$ cat src/rtl/bit_serial_alu_ctrl.sv
// Bit-serial sequencer feeding a 1-bit ALU slice, LSB first, with carry chaining.
// Optional zero flag output enabled by defining ALU_SERIAL_ZFLAG_EN.
module bit_serial_alu_ctrl #(
    parameter int WIDTH = 8
) (
    input  logic             CLK,
    input  logic             RST,
    input  logic             START,
    input  logic [2:0]       OP,
    input  logic [WIDTH-1:0] OPA,
    input  logic [WIDTH-1:0] OPB,
    output logic             BUSY,
    output logic             DONE,
    output logic [WIDTH-1:0] RESULT,
    output logic             COUT,
    output logic             ERR,
    output logic [2:0]       SL_M,
    output logic             SL_A,
    output logic             SL_B,
    output logic             SL_CI,
`ifdef ALU_SERIAL_ZFLAG_EN
    output logic             ZERO,
`endif
    input  logic             SL_X,
    input  logic             SL_CO
);

    localparam int CW = $clog2(WIDTH + 1);

    typedef enum logic [1:0] {
        S_IDLE,
        S_SHIFT,
        S_FIN
    } state_t;

    state_t           state_q, state_d;
    logic [WIDTH-1:0] sa_q, sa_d;
    logic [WIDTH-1:0] sb_q, sb_d;
    logic [WIDTH-1:0] result_q, result_d;
    logic [2:0]       op_q, op_d;
    logic [2:0]       m_q, m_d;
    logic [CW-1:0]    cnt_q, cnt_d;
    logic             carry_q, carry_d;
    logic             cout_q, cout_d;
    logic             err_q, err_d;
    logic             busy_q, busy_d;
    logic             done_q, done_d;
`ifdef ALU_SERIAL_ZFLAG_EN
    logic             zero_q, zero_d;
`endif

    logic [WIDTH-1:0] res_shift;
    logic             carry_nxt;
    logic             last_bit;

    assign res_shift = {SL_X, result_q[WIDTH-1:1]};
    assign carry_nxt = SL_CO & (op_q == 3'd0);
    assign last_bit  = (cnt_q == CW'(WIDTH - 1));

    always_comb begin
        state_d  = state_q;
        sa_d     = sa_q;
        sb_d     = sb_q;
        result_d = result_q;
        op_d     = op_q;
        m_d      = m_q;
        cnt_d    = cnt_q;
        carry_d  = carry_q;
        cout_d   = cout_q;
        err_d    = err_q;
        busy_d   = busy_q;
        done_d   = done_q;
`ifdef ALU_SERIAL_ZFLAG_EN
        zero_d   = zero_q;
`endif
        unique case (state_q)
            S_IDLE: begin
                if (START) begin
                    sa_d     = OPA;
                    sb_d     = OPB;
                    op_d     = OP;
                    carry_d  = 1'b0;
                    cnt_d    = '0;
                    result_d = '0;
                    cout_d   = 1'b0;
                    err_d    = 1'b0;
                    busy_d   = 1'b1;
                    if (OP <= 3'd4) begin
                        m_d     = OP;
                        state_d = S_SHIFT;
`ifdef ALU_SERIAL_ZFLAG_EN
                        zero_d  = 1'b0;
`endif
                    end else begin
                        // operand bits are dropped so the slice sees no activity
                        sa_d    = '0;
                        sb_d    = '0;
                        err_d   = 1'b1;
                        done_d  = 1'b1;
                        state_d = S_FIN;
`ifdef ALU_SERIAL_ZFLAG_EN
                        zero_d  = 1'b1;
`endif
                    end
                end
            end
            S_SHIFT: begin
                result_d = res_shift;
                sa_d     = {1'b0, sa_q[WIDTH-1:1]};
                sb_d     = {1'b0, sb_q[WIDTH-1:1]};
                carry_d  = carry_nxt;
                cnt_d    = cnt_q + CW'(1);
                if (last_bit) begin
                    m_d     = 3'd0;
                    cout_d  = carry_nxt;
                    done_d  = 1'b1;
                    state_d = S_FIN;
`ifdef ALU_SERIAL_ZFLAG_EN
                    zero_d  = (res_shift == '0);
`endif
                end
            end
            S_FIN: begin
                done_d  = 1'b0;
                busy_d  = 1'b0;
                state_d = S_IDLE;
            end
            default: begin
                state_d = S_IDLE;
            end
        endcase
    end

    always_ff @(posedge CLK) begin
        if (RST) begin
            state_q  <= S_IDLE;
            sa_q     <= '0;
            sb_q     <= '0;
            result_q <= '0;
            op_q     <= 3'd0;
            m_q      <= 3'd0;
            cnt_q    <= '0;
            carry_q  <= 1'b0;
            cout_q   <= 1'b0;
            err_q    <= 1'b0;
            busy_q   <= 1'b0;
            done_q   <= 1'b0;
`ifdef ALU_SERIAL_ZFLAG_EN
            zero_q   <= 1'b0;
`endif
        end else begin
            state_q  <= state_d;
            sa_q     <= sa_d;
            sb_q     <= sb_d;
            result_q <= result_d;
            op_q     <= op_d;
            m_q      <= m_d;
            cnt_q    <= cnt_d;
            carry_q  <= carry_d;
            cout_q   <= cout_d;
            err_q    <= err_d;
            busy_q   <= busy_d;
            done_q   <= done_d;
`ifdef ALU_SERIAL_ZFLAG_EN
            zero_q   <= zero_d;
`endif
        end
    end

    assign BUSY   = busy_q;
    assign DONE   = done_q;
    assign RESULT = result_q;
    assign COUT   = cout_q;
    assign ERR    = err_q;
    assign SL_M   = m_q;
    assign SL_A   = sa_q[0];
    assign SL_B   = sb_q[0];
    assign SL_CI  = carry_q;
`ifdef ALU_SERIAL_ZFLAG_EN
    assign ZERO   = zero_q;
`endif

endmodule

$ cat config.mk
export PLATFORM = sky130hd
export DESIGN_NAME = bit_serial_alu_ctrl
export DESIGN_NICKNAME = d
export VERILOG_FILES = /design/src/rtl/bit_serial_alu_ctrl.sv
export SDC_FILE = /design/constraint.sdc
export NUM_CORES = 1
export LEC_CHECK = 0
export BUFFER_PORTS_ARGS = -buffer_cell sky130_fd_sc_hd__buf_4
export CELL_PAD_IN_SITES_DETAIL_PLACEMENT = 1
export CELL_PAD_IN_SITES_GLOBAL_PLACEMENT = 2
export CORE_MARGIN = 5
export CORE_UTILIZATION = 30
export CTS_CLUSTER_DIAMETER = 150
export DETAILED_ROUTE_END_ITERATION = 16
export GPL_TIMING_DRIVEN = 0
export PLACE_DENSITY_LB_ADDON = 0.1
export SYNTH_ARGS = -nofsm -noshare
export SYNTH_HDL_FRONTEND = slang
export SYNTH_SLANG_ARGS = --single-unit
$ cat constraint.sdc
create_clock -name CLK -period 1.7 [get_ports CLK]
set_input_delay 0.255 -clock CLK [delete_from_list [all_inputs] [get_ports CLK]]
set_output_delay 0.255 -clock CLK [all_outputs]
set_load 0.01 [all_outputs]
After elaboration in Yosys (flattened, before gate mapping):

Index checks and enable logic that the tools add are counted.

* flip-flop bits (word level): 41
* bits in latches: 0
* bits in writable memories: 0
* memory bits (read-only): 0
* output and inout bits: 18
* logic and storage cells: 63
* memories: 0

* $add $sub $neg: 1
* multiply operators: 0
* div/mod/pow operators: 0
* $lt $le $gt $ge: 1
* equal/unequal tests: 7
* shift-type cells: 0
* muxes and demuxes: 29
* bitwise gates (word level): 1
* reduce and logical (&&, ||, !) cells: 12

Operators by type and width (count)
* $pmux W8 S2: 3
* $mux W8: 5
* $mux W3: 3
* $ne A2 B2 Y1 const B: 4
* $pmux W4 S2: 1
* $reduce_and A2 Y1: 4
* $reduce_and A4 Y1: 2
* $mux W1: 7
* $mux W2: 3
* $pmux W1 S2: 3
* $pmux W3 S2: 1
* $add A4 B1 Y4 const B: 1
* $eq A4 B3 Y1 const B: 1
* $mux W4: 1
* $pmux W2 S2: 1
* $reduce_bool A2 Y1: 2
* $le A3 B3 Y1 const B: 1
* $logic_not A3 Y1: 1
* $pmux W1 S3: 1
* $reduce_and A3 Y1: 1
* $reduce_bool A3 Y1: 1
* $eq A2 B1 Y1 const B: 1
* $eq A2 B2 Y1 const B: 1
* $logic_not A2 Y1: 1
* $and A1 B1 Y1: 1

Depth between registers and ports, before layout:

Gate-level depths: netlist (run 1).

* depth in word-level cells: 4
* depth in mapped cells: 6

Worst setup path before layout (run 1):

Ideal clock, no wire load.

* kind: register -> register
* start: register state_q[0]
* end: register m_q[1] (netlist: SL_M[1])
* arrival time: 1.188 ns
* required time: 1.568 ns
* slack: 0.380 ns
* stages on the path, launching flop included: 6
* buffers on the path: 2
* cells stage by stage: dfxtp_1 buf_6 or3b_4 buf_6 o221ai_2 a21oi_1

* word-level cells in the longest chain between the ends: 3
* elaborated cells on any way between the ends: 8
* classes of those cells: 4 x eq/ne; 1 x mux; 3 x reduce/logical

RTL lines
* from (decl): RTL line 36 `state_t state_q, state_d;`
* from (signal assigned): RTL line 152 `state_q <= state_d;`
* $eq A2 B1 Y1 / $logic_not A2 Y1 (equally long branches): RTL line 76 `unique case (state_q)`
* $ne A2 B2 Y1 (no line) / $reduce_bool A2 Y1 (equally long branches)
* $reduce_and A4 Y1 (no line)
* to (signal assigned): RTL line 157 `m_q <= m_d;`
* to (decl): RTL line 41 `logic [2:0] m_q, m_d;`

Parallel ways exist; a longest one is shown, timed or not.
A chain may end at the register's enable or synchronous reset.

Worst setup path after layout (run 1):

* start: register state_q[1]
* end: register sa_q[0]

* word-level cells in the longest chain between the ends: 3
* elaborated cells on any way between the ends: 6
* classes of those cells: 2 x eq/ne; 1 x mux; 3 x reduce/logical

RTL lines
* $eq A2 B1 Y1 / $logic_not A2 Y1 (equally long branches): RTL line 76
* $reduce_bool A2 Y1 (no line) / $ne A2 B2 Y1 (equally long branches)
* $reduce_and A2 Y1 (no line)
* to (signal assigned): RTL line 137 `sa_q <= '0;`
* to (signal assigned): RTL line 153 `sa_q <= sa_d;`
* to (decl): RTL line 37 `logic [WIDTH-1:0] sa_q, sa_d;`

Parallel ways exist; a longest one is shown, timed or not.

==> results.json, run 1 <==
{
  "status": "complete, no violations",
  "busiest_layer": "met2",
  "die_area_mm2": 0.00719,
  "synthDistinctLibCells": 34,
  "drt_wl_total_um": 4880,
  "initial_utilization": 0.307,
  "fmax_ghz": 0.695,
  "dp_hpwl_um": 3490,
  "synthArstFlopShare": 0,
  "met3_usage": 0.0398,
  "rsz0062_at_grt": "no",
  "synthesis.area_mm2": 0.00168,
  "min_to": "RESULT[7]",
  "seqCellArea_um2": 821,
  "synth-seq-area-share": 0.489,
  "peakVddDrop_uv": 367,
  "setup_ws_ps": 261,
  "grt_pass1_wl_um": 7960,
  "crit_slowest_cell": "or3b_4",
  "utilization": 0.396,
  "crit_type": "reg2reg",
  "die_h_um": 84.8,
  "place_inst": 307,
  "wl_per_cell_um": 15.5,
  "finalSetupViolCount": 0,
  "grt_pass1_vias": 1584,
  "die_w_um": 84.8,
  "crit_chain": "buf_2, or3b_4, buf_2, a21oi_1, nor4_1",
  "clock-sinks": 41,
  "cp.arrival_ps": 1600,
  "p_leak_uw": 0.000881,
  "met2_usage": 0.216,
  "dpl_worst_slack_ps": 192,
  "r2r_start": "state_q[1]",
  "io_buffers": 41,
  "drv_slew": 0,
  "gr-total-overflow": 0,
  "drcViolationCount": 0,
  "min_from": "SL_X",
  "period_share": 0.847,
  "layout-drive-gt1-share": 0.259,
  "core_mm2": 0.00547,
  "cp.required_ps": 1860,
  "cp_common_cell": "buf_2",
  "ys_top_cells_by_area": "dfxtp_1 (49%), nor2_1 (9.2%), a21oi_1 (7.5%)",
  "cts-buffers-inserted": 5,
  "endpoint_kind": "flip-flop",
  "power.density_mw_per_mm2": 955,
  "multiInputGateArea_um2": 758,
  "first_iter_violations": 44,
  "num_rows": 27,
  "setup_tns_ps": 0,
  "final_nets": 267,
  "hp-class": "in2reg",
  "grt_usage": 0.138,
  "h-tree-depth": 2,
  "antenna_cells": 0,
  "r2r_end": "sa_q[0]",
  "period_needed_ps": 1440,
  "slew_headroom": 0.577,
  "ys.flop_type": "dfxtp_1",
  "r2r_slack_ps": 260,
  "cpPeakStageDelay_ps": 410,
  "synth_top_area_frac": 0.489,
  "yosysWarnings": 0,
  "clkSlewWorstSetupHoldPaths_ps": 90,
  "synth.largest_area_cell": "dfxtp_1",
  "root_buffer": "clkbuf_8",
  "hold_buffers": 0,
  "ys_seq_elements": 41,
  "area_growth_pct": 29.1,
  "grt_max_degree": 15,
  "crit_path_start_kind": "flip-flop",
  "fill_cells": 688,
  "synthTopCellsByCount": "dfxtp_1 (41), nor2_1 (41), a21oi_1 (25), nor4_1 (14)",
  "crit_fanout": 10,
  "vias_per_cell": 4.97,
  "dr.pass1.iters": 4,
  "vias": 1567,
  "ant_nets": 0,
  "clk_latency_ps": 300,
  "syn_nets": 219,
  "hold_violations": 0,
  "post-cts-setup-buffers": 0,
  "stdcell_count": 315,
  "cts_tree": "built",
  "antenna_found_initial": 0,
  "reg2reg_depth": 5,
  "worst_pin_slew_ps": 632,
  "cts_buffer_depth": 2,
  "grt_util_met1": 0.186,
  "post_cts_resized": 0,
  "pin_count": 42,
  "finClkSkew_ps": 10.0,
  "syn_inst": 194,
  "min_path_cells": 3,
  "synth_edf_count": 0,
  "synth_area_per_cell_um2": 8.66,
  "maxCapViolCount": 0,
  "gp_congestion": 0.723
}
==> stage by stage <==
step	cell area [um2]	hold slack, ps	total power, uW
finish	2170	195	2070
global route	2170	180	2200
CTS	2170	187	2100
detailed placement	2080	457	1430
global placement	2080	446	1430
floorplan	1680	391	1280
==> sequential cells by signal, summed over array words and instances, names as in the netlist, 2 cells and up <==
signal and flops:
op_q 3, cnt_q 4, state_q 2, RESULT 8, sa_q 8, SL_M 3
sb_q 8
==> layer usage <==
metal	up-vias	share of wire	wire length (um)
met5	-	0	0
met1	736	0.50	2440
met3	5	0.043	209
met4	0	0.012	59
met2	32	0.44	2170
li1	794	-	-
==> area by class of cell <==
cell class	count	area share
Buffer	16	0.0444
Sequential cell	41	0.379
Timing Repair Buffer	41	0.142
Clock inverter	3	0.0104
Tap cell	72	0.0415
Clock buffer	5	0.0317
Inverter	1	0.00173
Multi-Input combinational cell	136	0.350
==> critical path: cells and delay by family, from the launching register on <==
family / cells / cell delay (ps)
simple gates: 2 / 470
buf+inv: 2 / 370
compound gates: 1 / 150
flops: 1 / 310
==> cell usage in the layout (no fill, tap or decap), types with 3 or more instances in the layout <==
cell type / Yosys / final
clkbuf_1: 6 / 6
dfxtp_1: 41 / 41
nor2_1: 41 / 41
clkbuf_8: 0 / 5
buf_4: 2 / 43
nand2_1: 11 / 11
nor4_1: 14 / 14
nor2b_1: 3 / 3
a22oi_1: 11 / 11
a21oi_1: 25 / 25
nand3_1: 5 / 5
clkinvlp_4: 0 / 3
buf_6: 3 / 3
buf_2: 5 / 5
==> cells by family after synthesis <==
kind of cell               after synthesis  share of synthesized area
and+or+nand+nor                         83                      0.239
AOI/OAI and AO/OA                       51                      0.199
DFF                                     41                      0.489
buffers and inverters                   17                     0.0596
muxes                                    1                    0.00596
adders and majority gates                1                    0.00745
==> worst max-delay path by stage <==
stage                           from        end  depth (start not counted)  slack (ps)
after floorplan           state_q[0]    SL_M[1]                          5         380
after global placement           RST  RESULT[6]                          4         210
after detailed placement         RST  RESULT[1]                          4         190
after CTS                 state_q[1]    sb_q[6]                          5         260
after global routing      state_q[0]    sb_q[7]                          5         160
final                     state_q[1]    sa_q[0]                          5         260
==> power by group <==
| group | switching [uW] | total, uW | internal [uW] | leakage (uW) |
|---|---|---|---|---|
| sequential | 32.6 | 1050 | 1020 | 0.000336 |
| combinational | 193 | 346 | 153 | 0.000509 |
| clock | 382 | 671 | 289 | 0.0000364 |
Power figures use the tool's default switching activity.
==> run 2, diff against run 1 <==
- clock period: 1.7 -> 1.5 ns (I/O delays scaled with it)
==> run 2 against run 1 <==
Compared with the run above: largest cell class unchanged; sequential cell count did not move; global-route usage did not move; final cell count did not move; hold slack got worse by 31 ps; sequential power rose by 13%; utilization rose by 0.75 points.
==> results.json, run 2 (synthesis gave the netlist of run 1 again) <==
{
  "status": "complete, no violations",
  "worst_pin_slew_ps": 555,
  "die_h_um": 84.8,
  "peakVddDrop_uv": 419,
  "gp_congestion": 0.723,
  "first_iter_violations": 36,
  "post-cts-setup-buffers": 0,
  "fmax_ghz": 0.691,
  "area_growth_pct": 31.6,
  "min_path_cells": 3,
  "vias": 1564,
  "layout-drive-gt1-share": 0.280,
  "min_from": "SL_X",
  "hold_buffers": 0,
  "hold_violations": 0,
  "crit_path_start_kind": "flip-flop",
  "ant_nets": 0,
  "power_switching_uw": 695,
  "power_uw": 2360,
  "p_sw_frac": 0.294,
  "power.density_mw_per_mm2": 1070,
  "cts-buffers-inserted": 5,
  "drv_slew": 0,
  "h-tree-depth": 2,
  "rsz0062_at_grt": "yes",
  "r2r_start": "state_q[1]",
  "num_rows": 27,
  "setup_tns_ps": 0,
  "crit_fanout": 10,
  "antenna_found_initial": 0,
  "dp_hpwl_um": 3490,
  "final_common_cell": "buf_4",
  "wl_per_cell_um": 15.7,
  "hp-class": "in2reg",
  "seqPwrFrac": 0.505,
  "p_clk_frac": 0.320,
  "drcViolationCount": 0,
  "reg2reg_depth": 6,
  "io_buffers": 41,
  "internal_power_uw": 1670,
  "drt_wl_total_um": 4950,
  "grt_pass1_wl_um": 7960,
  "grt_pass1_vias": 1584,
  "initial_utilization": 0.307,
  "cp.arrival_ps": 1650,
  "clock-sinks": 41,
  "maxCapViolCount": 0,
  "crit_type": "reg2reg",
  "final_nets": 267,
  "slew_headroom": 0.630,
  "r2r_end": "sa_q[6]",
  "clk_latency_ps": 300,
  "finalSetupViolCount": 0,
  "grt_usage": 0.138,
  "path_delay_family": "buffers and inverters",
  "gr-total-overflow": 0,
  "clkSlewWorstSetupHoldPaths_ps": 90,
  "crit_chain": "buf_2, nand2b_1, buf_4, buf_4, nor2_1, nor4_1",
  "die_w_um": 84.8,
  "grt_max_degree": 15,
  "cp.required_ps": 1700,
  "vias_per_cell": 4.97,
  "r2r_slack_ps": 50,
  "utilization": 0.404,
  "min_to": "RESULT[7]",
  "die_area_mm2": 0.00719,
  "finClkSkew_ps": 11.8,
  "core_mm2": 0.00547,
  "path_buf_inv": 3,
  "period_share": 0.965,
  "cts_buffer_depth": 2,
  "crit_start": "state_q[1]",
  "endpoint_kind": "flip-flop",
  "final_cell_mix": "buf_4 (44), dfxtp_1 (41), nor2_1 (41)",
  "dr.pass1.iters": 4,
  "cts_tree": "built",
  "pin_count": 42,
  "antenna_cells": 0,
  "cpPeakStageDelay_ps": 320,
  "pwr-share-comb": 0.175,
  "cp_common_cell": "buf_4",
  "crit_slowest_cell": "dfxtp_1",
  "root_buffer": "clkbuf_8",
  "p_leak_uw": 0.000892,
  "period_needed_ps": 1450
}
## run 2: layout make-up
class	instances	area, um2
plain buffers	16	98.8
clock buffers	5	68.8
clock inverters	3	22.5
fillers	681	3260
inverters	1	3.75
multi-input cells	136	797
flip-flops and latches	41	821
well taps	72	90.1
repair buffers	41	308
## run 2: layer usage
metal	up-vias	routed length, um	track usage
li1	791	-	-
met1	739	2440	0.186
met2	30	2270	0.216
met3	4	188	0.0398
met4	0	54	0.0388
met5	-	0	0
## run 2: worst max-delay path by stage
| stage | to | slack, ps | cells past startpoint |
|---|---|---|---|
| floorplan | SL_M[1] | 180 | 5 |
| global placement | RESULT[6] | 40 | 4 |
| detailed placement | RESULT[1] | 20 | 4 |
| CTS | sb_q[6] | 60 | 5 |
| global route | sa_q[6] | -9 | 6 |
| finish | sa_q[6] | 50 | 6 |
## run 2: metrics by stage
stage	setup WS, ps	cells	cell area (um2)	hold WS (ps)
after CTS	58.8	315	2170	157
final	52.3	315	2210	164
after global routing	-9.46	315	2210	150
after floorplan	180	194	1680	361
after detailed placement	21.7	307	2080	457
after global placement	37.3	307	2080	446
## run 2: power groups by stage
| stage | Clock, uW | Combinational (uW) | Sequential [uW] |
|---|---|---|---|
| finish | 755 | 413 | 1190 |
| CTS | 784 | 401 | 1200 |
| detailed placement | 0 | 400 | 1220 |
| global route | 846 | 460 | 1200 |
| global placement | 0 | 397 | 1220 |
| floorplan | 0 | 235 | 1220 |
## run 2: worst min-delay path: cells and delay by family
family | cells | cell delay [ps]
AO/OA/AOI/OAI | 1 | 60
buffers and inverters | 1 | 80
AND/OR/NAND/NOR | 1 | 70
## run 2: repair_timing
action                                 CTS  global route
resized for setup                        0             9
endpoints found under the hold margin    0             0
setup endpoints to repair                0            13
==> run 3, diff against run 2 <==
- CORE_UTILIZATION: 30 -> 32
- CTS_BUF_LIST: not set -> sky130_fd_sc_hd__clkbuf_2
- SETUP_SLACK_MARGIN: not set -> 0.5
==> run 3 against run 2 <==
Compared with the run above: global-route usage up 4.6 points; clock skew increased by 7.5 ps; register-to-register slack is essentially flat; final cell count is 10% higher; largest cell class is now multi-input combinational cells; utilization grew 15 points; die area decreased by 5.5%; highest routed layer unchanged; cell area up 27%; fmax is 0.61% higher; critical path depth fell by 1; routed wire length up 17%; via count grew 13%; largest power group unchanged; sequential cell count unchanged.
==> results.json, run 3 (synthesis gave the netlist of run 1 again) <==
{
  "status": "complete, no violations",
  "gr-total-overflow": 0,
  "clkSlewWorstSetupHoldPaths_ps": 240,
  "die_w_um": 82.4,
  "endpoint_kind": "flip-flop",
  "path_buf_inv": 2,
  "period_needed_ps": 1440,
  "crit_path_start_kind": "flip-flop",
  "utilization": 0.551,
  "crit_slowest_cell": "or3b_4",
  "num_rows": 26,
  "drv_slew": 0,
  "io_buffers": 41,
  "pin_count": 42,
  "seqPwrFrac": 0.478,
  "drt_wl_total_um": 5780,
  "p_clk_frac": 0.271,
  "cts_buffer_depth": 2,
  "die_area_mm2": 0.00680,
  "pwr-share-comb": 0.251,
  "layout-drive-gt1-share": 0.534,
  "root_buffer": "clkbuf_2",
  "dpl_worst_slack_ps": 56.6,
  "finalSetupViolCount": 0,
  "crit_type": "reg2reg",
  "rsz0062_at_grt": "yes",
  "cts_tree": "built",
  "worst_pin_slew_ps": 595,
  "clock-sinks": 41,
  "clk_latency_ps": 410,
  "p_sw_frac": 0.293,
  "power_uw": 2510,
  "setup_tns_ps": 0,
  "final_cell_mix": "buf_4 (50), nor2_1 (41), buf_6 (27)",
  "dr.pass1.iters": 4,
  "antenna_found_initial": 0,
  "cpPeakStageDelay_ps": 440,
  "hp-class": "in2reg",
  "antenna_cells": 0,
  "setup_ws_ps": 61.1,
  "grt_max_degree": 15,
  "vias_per_cell": 5.11,
  "core_mm2": 0.00511,
  "hold_violations": 0,
  "power_switching_uw": 736,
  "vias": 1772,
  "maxCapViolCount": 0,
  "dp_hpwl_um": 3640,
  "initial_utilization": 0.329,
  "fmax_ghz": 0.695,
  "cp.arrival_ps": 1730,
  "crit_fanout": 5,
  "power.density_mw_per_mm2": 894,
  "internal_power_uw": 1780,
  "wl_per_cell_um": 16.6,
  "path_delay_family": "simple AND/OR/NAND/NOR gates",
  "slew_headroom": 0.603,
  "final_nets": 301,
  "die_h_um": 82.4,
  "cp.required_ps": 1790,
  "fill_cells": 586,
  "cts-buffers-inserted": 5,
  "h-tree-depth": 2,
  "p_leak_uw": 0.00115,
  "area_growth_pct": 67.5,
  "grt_pass1_vias": 1940,
  "final_common_cell": "buf_4",
  "grt_pass1_wl_um": 9500,
  "crit_chain": "buf_6, or3b_4, buf_4, o221ai_2, a21oi_1",
  "finClkSkew_ps": 19.4,
  "period_share": 0.959,
  "first_iter_violations": 55,
  "whs_ps": 32.5,
  "drcViolationCount": 0,
  "peakVddDrop_uv": 519,
  "grt_usage": 0.184,
  "gp_congestion": 0.780,
  "ant_nets": 0
}
==> run 3: path summary, 6_finish.rpt <==
check,slack (ps),depth (start not counted),from,endpoint
worst min-delay path,30,3,SL_X,RESULT[7]
worst min register to register,480,2,ERR,ERR
worst max register to register,60,5,state_q[1],SL_M[2]
worst max-delay path,60,5,state_q[1],SL_M[2]
==> run 3: final cells by class <==
cell class                 count  area [um2]  share of cell area
tap                           70        87.6              0.0311
buffer                        16         139              0.0494
multi-input combinational    136         938               0.334
inverter                       1        3.75             0.00133
sequential                    41         855               0.304
clock buffer                   5        25.0             0.00890
clock inverter                 3        46.3              0.0165
timing repair buffer          75         718               0.255
==> run 3: power groups by stage <==
stage	Combinational (uW)	Sequential [uW]	Clock (uW)
after floorplan	257	1220	0
after global placement	404	1220	0
after detailed placement	422	1220	0
after CTS	586	1200	696
after global routing	683	1210	736
final	630	1200	682
==> run 3: through the flow <==
stage / area (um2) / instances
6_report: 2810 / 347
4_1_cts: 2700 / 344
3_3_place_gp: 2160 / 305
5_1_grt: 2810 / 347
3_5_place_dp: 2160 / 305
2_1_floorplan: 1760 / 194
==> run 3: what timing repair did <==
action                                  CTS  global route
resized for setup                        56            22
cloned                                    3             0
pin swaps                                10             9
hold buffers                              0             0
endpoints found under the setup margin   58            59
buffers inserted                         28             3
==> run 3: routing by layer <==
layer	up-vias	GRT usage	wire length, um	part of all wire
met5	-	0	0	0
li1	862	-	-	-
met1	870	0.202	2340	0.40
met3	6	0.0434	212	0.037
met4	0	0.0399	47	0.0081
met2	34	0.353	3180	0.55
==> run 3: worst min-delay path: cells and delay by family <==
family / cells / cell delay (ps)
compound gates: 1 / 40
buf+inv: 1 / 80
simple gates: 1 / 80
